**src/rtl/lab1_imul_driver_pkg.sv**
```systemverilog
// Shared types and helpers for the lab1 multiplier stream driver:
// FSM state encoding, the operand LFSR step function and trace formatting.
package lab1_imul_driver_pkg;

   typedef enum logic [1:0] {
      ST_IDLE = 2'd0,
      ST_SEND = 2'd1,
      ST_WAIT = 2'd2,
      ST_DONE = 2'd3
   } state_e;

   localparam logic [31:0] LFSR_POLY = 32'h8020_0003;

   // Right-shifting Galois LFSR; the tap mask is folded in when bit 0 falls out.
   function automatic logic [31:0] lfsr32_next(input logic [31:0] x);
      return {1'b0, x[31:1]} ^ (x[0] ? LFSR_POLY : 32'h0);
   endfunction

   function automatic logic [7:0] hex_char(input logic [3:0] nib);
      return (nib < 4'd10) ? (8'h30 + {4'h0, nib}) : (8'h57 + {4'h0, nib});
   endfunction

   function automatic logic [63:0] hex8(input logic [31:0] v);
      logic [63:0] s;
      s = '0;
      for (int i = 0; i < 8; i++) begin
         s[i*8 +: 8] = hex_char(v[i*4 +: 4]);
      end
      return s;
   endfunction

endpackage

```
**src/rtl/lab1_imul_lfsr32.sv**
```systemverilog
// 32-bit operand generator: loads a seed on request and advances one LFSR
// step per accepted request; holds otherwise.
module lab1_imul_lfsr32
   import lab1_imul_driver_pkg::*;
(
   input  logic        clk,
   input  logic        reset,
   input  logic        load,
   input  logic        step,
   input  logic [31:0] seed,
   output logic [31:0] q
);

   logic [31:0] q_q;
   logic [31:0] q_d;

   always_comb begin
      q_d = q_q;
      if (load) begin
         q_d = seed;
      end else if (step) begin
         q_d = lfsr32_next(q_q);
      end
   end

   always_ff @(posedge clk or posedge reset) begin
      if (reset) begin
         q_q <= 32'h0;
      end else begin
         q_q <= q_d;
      end
   end

   assign q = q_q;

endmodule

```
**src/rtl/lab1_imul_stream_driver.sv**
```systemverilog
// Self-test initiator/sink for a lab1 multiplier: streams LFSR operand pairs,
// one outstanding at a time, and checks each product against a*b.
module lab1_imul_stream_driver
   import lab1_imul_driver_pkg::*;
#(
   parameter int unsigned NUM_MSGS   = 16,
   parameter logic [31:0] A_SEED     = 32'h0000_0002,
   parameter logic [31:0] B_SEED     = 32'h0000_0003,
   parameter int unsigned SINK_DELAY = 0
)(
   input  logic        clk,
   input  logic        reset,
   input  logic        go,
   output logic        istream_val,
   input  logic        istream_rdy,
   output logic [63:0] istream_msg,
   input  logic        ostream_val,
   output logic        ostream_rdy,
   input  logic [31:0] ostream_msg,
   output logic        done,
   output logic        pass,
   output logic [15:0] err_count,
   output logic [15:0] msg_count
);

   // An all-zero seed would lock the LFSR at zero forever.
   localparam logic [31:0] A_SEED_EFF = (A_SEED == 32'h0) ? 32'h1 : A_SEED;
   localparam logic [31:0] B_SEED_EFF = (B_SEED == 32'h0) ? 32'h1 : B_SEED;
   localparam logic [7:0]  DLY_INIT   = 8'(SINK_DELAY);
   localparam logic [16:0] LAST_MSG   = 17'(NUM_MSGS);

   state_e      state_q, state_d;
   logic [31:0] exp_q, exp_d;
   logic [7:0]  dly_q, dly_d;
   logic [15:0] err_q, err_d;
   logic [15:0] cnt_q, cnt_d;
   logic        lfsr_load;
   logic        lfsr_step;
   logic [31:0] opa;
   logic [31:0] opb;
   logic [31:0] prod;

   lab1_imul_lfsr32 u_lfsr_a (
      .clk   (clk),
      .reset (reset),
      .load  (lfsr_load),
      .step  (lfsr_step),
      .seed  (A_SEED_EFF),
      .q     (opa)
   );

   lab1_imul_lfsr32 u_lfsr_b (
      .clk   (clk),
      .reset (reset),
      .load  (lfsr_load),
      .step  (lfsr_step),
      .seed  (B_SEED_EFF),
      .q     (opb)
   );

   assign prod = opa * opb;

   always_comb begin
      state_d   = state_q;
      exp_d     = exp_q;
      dly_d     = dly_q;
      err_d     = err_q;
      cnt_d     = cnt_q;
      lfsr_load = 1'b0;
      lfsr_step = 1'b0;
      case (state_q)
         ST_IDLE, ST_DONE: begin
            if (go) begin
               lfsr_load = 1'b1;
               err_d     = 16'h0;
               cnt_d     = 16'h0;
               state_d   = ST_SEND;
            end
         end
         ST_SEND: begin
            if (istream_rdy) begin
               exp_d     = prod;
               lfsr_step = 1'b1;
               dly_d     = DLY_INIT;
               state_d   = ST_WAIT;
            end
         end
         ST_WAIT: begin
            if (dly_q != 8'h0) begin
               dly_d = dly_q - 8'h1;
            end else if (ostream_val) begin
               cnt_d = cnt_q + 16'h1;
               if ((ostream_msg != exp_q) && (err_q != 16'hFFFF)) begin
                  err_d = err_q + 16'h1;
               end
               state_d = (({1'b0, cnt_q} + 17'h1) == LAST_MSG) ? ST_DONE : ST_SEND;
            end
         end
         default: state_d = ST_IDLE;
      endcase
   end

   always_ff @(posedge clk or posedge reset) begin
      if (reset) begin
         state_q <= ST_IDLE;
         exp_q   <= 32'h0;
         dly_q   <= 8'h0;
         err_q   <= 16'h0;
         cnt_q   <= 16'h0;
      end else begin
         state_q <= state_d;
         exp_q   <= exp_d;
         dly_q   <= dly_d;
         err_q   <= err_d;
         cnt_q   <= cnt_d;
      end
   end

   // Outputs decode only registered state, never the incoming handshakes.
   assign istream_val = (state_q == ST_SEND);
   assign istream_msg = {opa, opb};
   assign ostream_rdy = (state_q == ST_WAIT) && (dly_q == 8'h0);
   assign done        = (state_q == ST_DONE);
   assign pass        = done && (err_q == 16'h0);
   assign err_count   = err_q;
   assign msg_count   = cnt_q;

   // Line-trace text: state letter, request/response marks (* fire, # stall), exp:msg.
   function automatic logic [175:0] display_trace();
      logic [7:0] st_chr;
      logic [7:0] in_mark;
      logic [7:0] out_mark;
      case (state_q)
         ST_IDLE: st_chr = "I";
         ST_SEND: st_chr = "S";
         ST_WAIT: st_chr = "W";
         default: st_chr = "D";
      endcase
      in_mark  = istream_val ? (istream_rdy ? "*" : "#") : ".";
      out_mark = ostream_val ? (ostream_rdy ? "*" : "#") : ".";
      return {st_chr, 8'h20, in_mark, out_mark, 8'h20, hex8(exp_q), 8'h3a, hex8(ostream_msg)};
   endfunction

endmodule

```
**config.mk**
```make
export PLATFORM = sky130hd
export DESIGN_NAME = lab1_imul_stream_driver
export DESIGN_NICKNAME = d
export VERILOG_FILES = /design/src/rtl/lab1_imul_driver_pkg.sv /design/src/rtl/lab1_imul_lfsr32.sv /design/src/rtl/lab1_imul_stream_driver.sv
export SDC_FILE = /design/constraint.sdc
export NUM_CORES = 2
export LEC_CHECK = 0
export BUFFER_PORTS_ARGS = -buffer_cell sky130_fd_sc_hd__buf_2
export CAP_MARGIN = 20
export CORE_ASPECT_RATIO = 1.75
export CORE_MARGIN = 2
export CORE_UTILIZATION = 45
export DETAILED_ROUTE_END_ITERATION = 7
export PLACE_DENSITY = 0.59
export SETUP_SLACK_MARGIN = 0.1
export SYNTH_ARGS = -nofsm -noshare
export SYNTH_HDL_FRONTEND = slang
export SYNTH_SLANG_ARGS = --single-unit
export TNS_END_PERCENT = 100
```
**constraint.sdc**
```tcl
create_clock -name clk -period 9.1 [get_ports clk]
set_input_delay 2.275 -clock clk [delete_from_list [all_inputs] [get_ports clk]]
set_output_delay 2.275 -clock clk [all_outputs]
set_load 0.01 [all_outputs]
```
==> metrics.txt <==
# TYPE chip_impl_metric gauge
chip_impl_info{name="status",value="finished, final reports clean"} 1
chip_impl_info{name="synth_top_family_by_area",value="adder cells"} 1
chip_impl_metric{name="layout_cell_share_with_drive_strength_beyond_1",unit=""} 0.0892
chip_impl_metric{name="slew_violations",unit=""} 0
chip_impl_metric{name="register_cell_area_after_layout",unit="mm2"} 0.00345
chip_impl_metric{name="ys_seq_area_frac",unit=""} 0.155
chip_impl_metric{name="die_area",unit="mm2"} 0.0514
chip_impl_metric{name="crit_path_max_fanout",unit=""} 30
chip_impl_info{name="min_path_type",value="reg -> reg"} 1
chip_impl_metric{name="floorplan.io_pins",unit=""} 137
chip_impl_info{name="worst_r2r_startpoint",value="u_lfsr_b.q[5]"} 1
chip_impl_metric{name="layoutNonFillerInstCount",unit=""} 3190
chip_impl_metric{name="synth_cell_type_count",unit=""} 61
chip_impl_metric{name="timing.final.crit_share",unit=""} 0.833
chip_impl_metric{name="routed_wl",unit="um"} 68900
chip_impl_metric{name="worstRegToRegCells",unit=""} 21
chip_impl_metric{name="worst_pin_slew",unit="ns"} 1.10
chip_impl_metric{name="clock_transition_at_path_regs",unit="ns"} 0.07
chip_impl_metric{name="cts-root-to-sink-buffers",unit=""} 2
chip_impl_metric{name="cts-htree-levels",unit=""} 4
chip_impl_info{name="worst_hold_startpoint",value="exp_q[13]"} 1
chip_impl_metric{name="grt_pass1_vias",unit=""} 19100
chip_impl_metric{name="synth_nets",unit=""} 3050
chip_impl_metric{name="post-place-cells",unit=""} 3156
chip_impl_metric{name="power_density",unit="mW/mm2"} 118
chip_impl_metric{name="period_minus_slack",unit="ns"} 7.58
chip_impl_metric{name="grt-ovfl-total",unit=""} 0
chip_impl_info{name="yosys.area.top_type",value="sky130_fd_sc_hd__fa_1"} 1
chip_impl_metric{name="initial_antenna_violation_count",unit=""} 1
chip_impl_metric{name="cts-resized-gates",unit=""} 0
chip_impl_metric{name="first_pass_iters",unit=""} 5
chip_impl_metric{name="synth_seq_cells",unit=""} 138
chip_impl_metric{name="whs_path_depth",unit=""} 2
chip_impl_metric{name="first_iter_violations",unit=""} 860
chip_impl_metric{name="slew_headroom",unit=""} 0.264
chip_impl_metric{name="syn_area",unit="mm2"} 0.0223
chip_impl_metric{name="synth_xor_area_frac",unit=""} 0.0537
chip_impl_info{name="cts_tree",value="built"} 1
chip_impl_metric{name="post-cts-setup-buffers",unit=""} 0
chip_impl_metric{name="drv.max_cap_violation_count",unit=""} 0
chip_impl_info{name="endpoint_class_of_the_critical_path",value="flip-flop"} 1
chip_impl_metric{name="die-height",unit="um"} 298
chip_impl_info{name="timing.rr.end",value="exp_q[31]"} 1
chip_impl_metric{name="grt_first_pass_wirelength",unit="um"} 108000
chip_impl_metric{name="synth.top_cell.area_share",unit=""} 0.367
chip_impl_metric{name="reg2reg_slack",unit="ns"} 1.52
chip_impl_metric{name="cts_buffers",unit=""} 17
chip_impl_metric{name="synth-adder-area-share",unit=""} 0.441
chip_impl_metric{name="worst-endpoint-required",unit="ns"} 9.45
chip_impl_metric{name="synth_enable_flop_cells",unit=""} 0
chip_impl_metric{name="placement.io_buffers",unit=""} 136
chip_impl_metric{name="pin_count_of_the_biggest_net_entering_global_routing",unit=""} 81
chip_impl_metric{name="clock_skew",unit="ns"} 0.0189
chip_impl_metric{name="timing.final.hold_violations",unit=""} 0
chip_impl_metric{name="final-setup-viol-count",unit=""} 0
chip_impl_metric{name="synth_compound_gate_area_share",unit=""} 0.0590
chip_impl_metric{name="globalplace.congestion",unit=""} 0.944
chip_impl_metric{name="starting_density_of_the_core",unit=""} 0.457
chip_impl_metric{name="asyncSetResetFlopFracSynth",unit=""} 1.00
chip_impl_metric{name="total_negative_setup_slack",unit="ns"} 0
chip_impl_metric{name="area_growth",unit="%"} 8.40
chip_impl_info{name="dominantRegCellSynth",value="sky130_fd_sc_hd__dfrtp_1"} 1
chip_impl_metric{name="nets_final",unit=""} 3100
chip_impl_info{name="synth.area.top_cells",value="sky130_fd_sc_hd__fa_1 37%, sky130_fd_sc_hd__dfrtp_1 16%, sky130_fd_sc_hd__and2_1 8.5%"} 1
chip_impl_metric{name="core.rowCount",unit=""} 107
chip_impl_info{name="master_cell_of_the_clock_root_buffer",value="sky130_fd_sc_hd__clkbuf_16"} 1
chip_impl_info{name="timing.setup.critical_path_class",value="reg -> reg"} 1
chip_impl_metric{name="post_cts_hold_buffer_count",unit=""} 0
chip_impl_metric{name="yosys.area_share.simple",unit=""} 0.197
chip_impl_metric{name="final.fill_count",unit=""} 4735
chip_impl_info{name="yosysMostFrequentCell",value="sky130_fd_sc_hd__nand2_1"} 1
chip_impl_metric{name="antenna_left",unit=""} 0
chip_impl_metric{name="wl_per_cell",unit="um"} 21.6
chip_impl_metric{name="worst_ir_drop_vdd",unit="V"} 0.000119
chip_impl_metric{name="synthesis.area_per_instance",unit="um2"} 9.01
chip_impl_metric{name="syn_inst",unit=""} 2472
chip_impl_metric{name="hpwlAfterDp",unit="um"} 53100
chip_impl_metric{name="multi_input_gate_area_in_the_final_layout",unit="mm2"} 0.0168
chip_impl_info{name="grt_setup_unrepaired",value="false"} 1
chip_impl_metric{name="route.detailed.drc",unit=""} 0
chip_impl_metric{name="clock_insertion_delay_worst_skew",unit="ns"} 0.47
chip_impl_info{name="crit_path_start_kind",value="flip-flop"} 1
chip_impl_metric{name="fp.dieW",unit="um"} 172
chip_impl_metric{name="crit_arrival",unit="ns"} 7.93
chip_impl_metric{name="route.vias.total",unit=""} 17100
chip_impl_metric{name="core_area",unit="mm2"} 0.0487
chip_impl_info{name="timing.hold.worst_endpoint",value="exp_q[13]"} 1
chip_impl_metric{name="post_synth_mux_area_share",unit=""} 0.00140
chip_impl_metric{name="cts_sinks",unit=""} 138
chip_impl_metric{name="avgViaCountPerCell",unit=""} 5.37
chip_impl_metric{name="yosysWarnings",unit=""} 0
chip_impl_info{name="synth_top_cells_by_count",value="431 x sky130_fd_sc_hd__nand2_1, 408 x sky130_fd_sc_hd__fa_1, 408 x sky130_fd_sc_hd__inv_1, 303 x sky130_fd_sc_hd__and2_1, 138 x sky130_fd_sc_hd__dfrtp_1"} 1
chip_impl_metric{name="fmax",unit="GHz"} 0.132
chip_impl_metric{name="reported_leakage_power",unit="nW"} 11.9
chip_impl_metric{name="grt_use_total",unit=""} 0.283
-- placed cells by master (no fill, tap or decap), drive strengths merged, types with 2 or more instances in the layout --
| master | instances |
|---|---|
| and3 | 10 |
| a21oi | 93 |
| nor3b | 2 |
| and4 | 3 |
| or3 | 3 |
| a31oi | 9 |
| a211oi | 7 |
| a211o | 3 |
| o221ai | 2 |
| nand4 | 11 |
| nor3 | 9 |
| a21o | 9 |
| o31ai | 7 |
| xor2 | 66 |
| o41ai | 5 |
| inv | 417 |
| nand2 | 431 |
| nor2 | 48 |
| a31o | 2 |
| o211ai | 6 |
| or4 | 4 |
| dfrtp | 138 |
| buf | 171 |
| o21ai | 61 |
| and2 | 303 |
| nand2b | 6 |
| clkbuf | 17 |
| fa | 408 |
| clkinv | 5 |
| nand3b | 6 |
| or2 | 6 |
| a21boi | 2 |
| nor4b | 5 |
| ha | 133 |
| xnor2 | 68 |
| o21bai | 3 |
| mux2i | 2 |
| o21a | 4 |
| nor4 | 13 |
| nand3 | 25 |
-- power by group --
part,internal [mW],switching (mW)
registers,0.698,0.232
logic,0.422,0.787
clock network,0.366,0.355
total,1.49,1.37
-- area by class of cell --
type | instances | share of cell area
Sequential cell | 138 | 0.143
Clock inverter | 15 | 0.00637
Multi-Input combinational cell | 1786 | 0.695
Timing Repair Buffer | 171 | 0.0407
Clock buffer | 17 | 0.0176
Tap cell | 654 | 0.0339
Inverter | 408 | 0.0636
Antenna cell | 1 | 0.000104
-- worst max-delay path by stage --
stage / start / end / slack, ns / cells after the start
final: u_lfsr_b.q[5] / exp_q[31] / 1.52 / 21
after global placement: u_lfsr_b.q[2] / exp_q[31] / 1.58 / 21
after detailed placement: u_lfsr_b.q[3] / exp_q[31] / 1.46 / 21
after CTS: u_lfsr_b.q[3] / exp_q[31] / 1.46 / 21
after global routing: u_lfsr_b.q[5] / exp_q[31] / 1.22 / 21
after floorplan: u_lfsr_a.q[16] / exp_q[31] / 2.19 / 26
-- metal layers --
layer | wire [um] | vias to the layer above | global-route usage
met4 | 5260 | 0 | 0.194
met2 | 36800 | 566 | 0.518
met5 | 0 | - | 0
met3 | 2970 | 249 | 0.0343
met1 | 24000 | 8739 | 0.296
li1 | - | 7568 | -
-- through the flow --
stage,utilization,hold slack [ns],instance area (um2),power (mW),setup WS (ns)
5_1_grt,0.495,0.526,24100,3.03,1.22
2_1_floorplan,-,0.459,22300,1.64,2.19
4_1_cts,0.495,0.508,24100,2.88,1.46
3_3_place_gp,0.482,0.476,23500,2.13,1.58
6_report,0.496,0.499,24100,2.86,1.52
3_5_place_dp,0.483,0.491,23500,2.15,1.46
-- flip-flops by register name, summed over array words and instances, names as in the netlist --
register,flops
exp_q,32
u_lfsr_a.q,32
u_lfsr_b.q,32
err_count,16
msg_count,16
dly_q,8
state_q,2
-- worst max-delay path, stage by stage, from the launching register on --
cell and delay [ns]:
sky130_fd_sc_hd__dfrtp_1 1.06, sky130_fd_sc_hd__and2_1 0.27, sky130_fd_sc_hd__fa_1 0.42, sky130_fd_sc_hd__fa_1 0.49, sky130_fd_sc_hd__fa_1 0.52, sky130_fd_sc_hd__inv_1 0.07, sky130_fd_sc_hd__fa_1 0.49, sky130_fd_sc_hd__inv_1 0.06
sky130_fd_sc_hd__fa_1 0.50, sky130_fd_sc_hd__inv_1 0.05, sky130_fd_sc_hd__fa_1 0.53, sky130_fd_sc_hd__inv_1 0.05, sky130_fd_sc_hd__fa_1 0.49, sky130_fd_sc_hd__fa_1 0.42, sky130_fd_sc_hd__ha_1 0.36, sky130_fd_sc_hd__a21o_1 0.20
sky130_fd_sc_hd__a211oi_1 0.44, sky130_fd_sc_hd__a211oi_1 0.22, sky130_fd_sc_hd__o2111ai_1 0.27, sky130_fd_sc_hd__a31oi_1 0.13, sky130_fd_sc_hd__xnor2_1 0.15, sky130_fd_sc_hd__mux2_2 0.27
-- cell families after synthesis --
group,after synthesis
AO/OA/AOI/OAI,220
XOR/XNOR,135
adder cells (fa/ha/maj),541
buffers and inverters,548
flip-flops,138
multiplexers,3
AND/OR/NAND/NOR,887
Power figures use the tool's default switching activity.
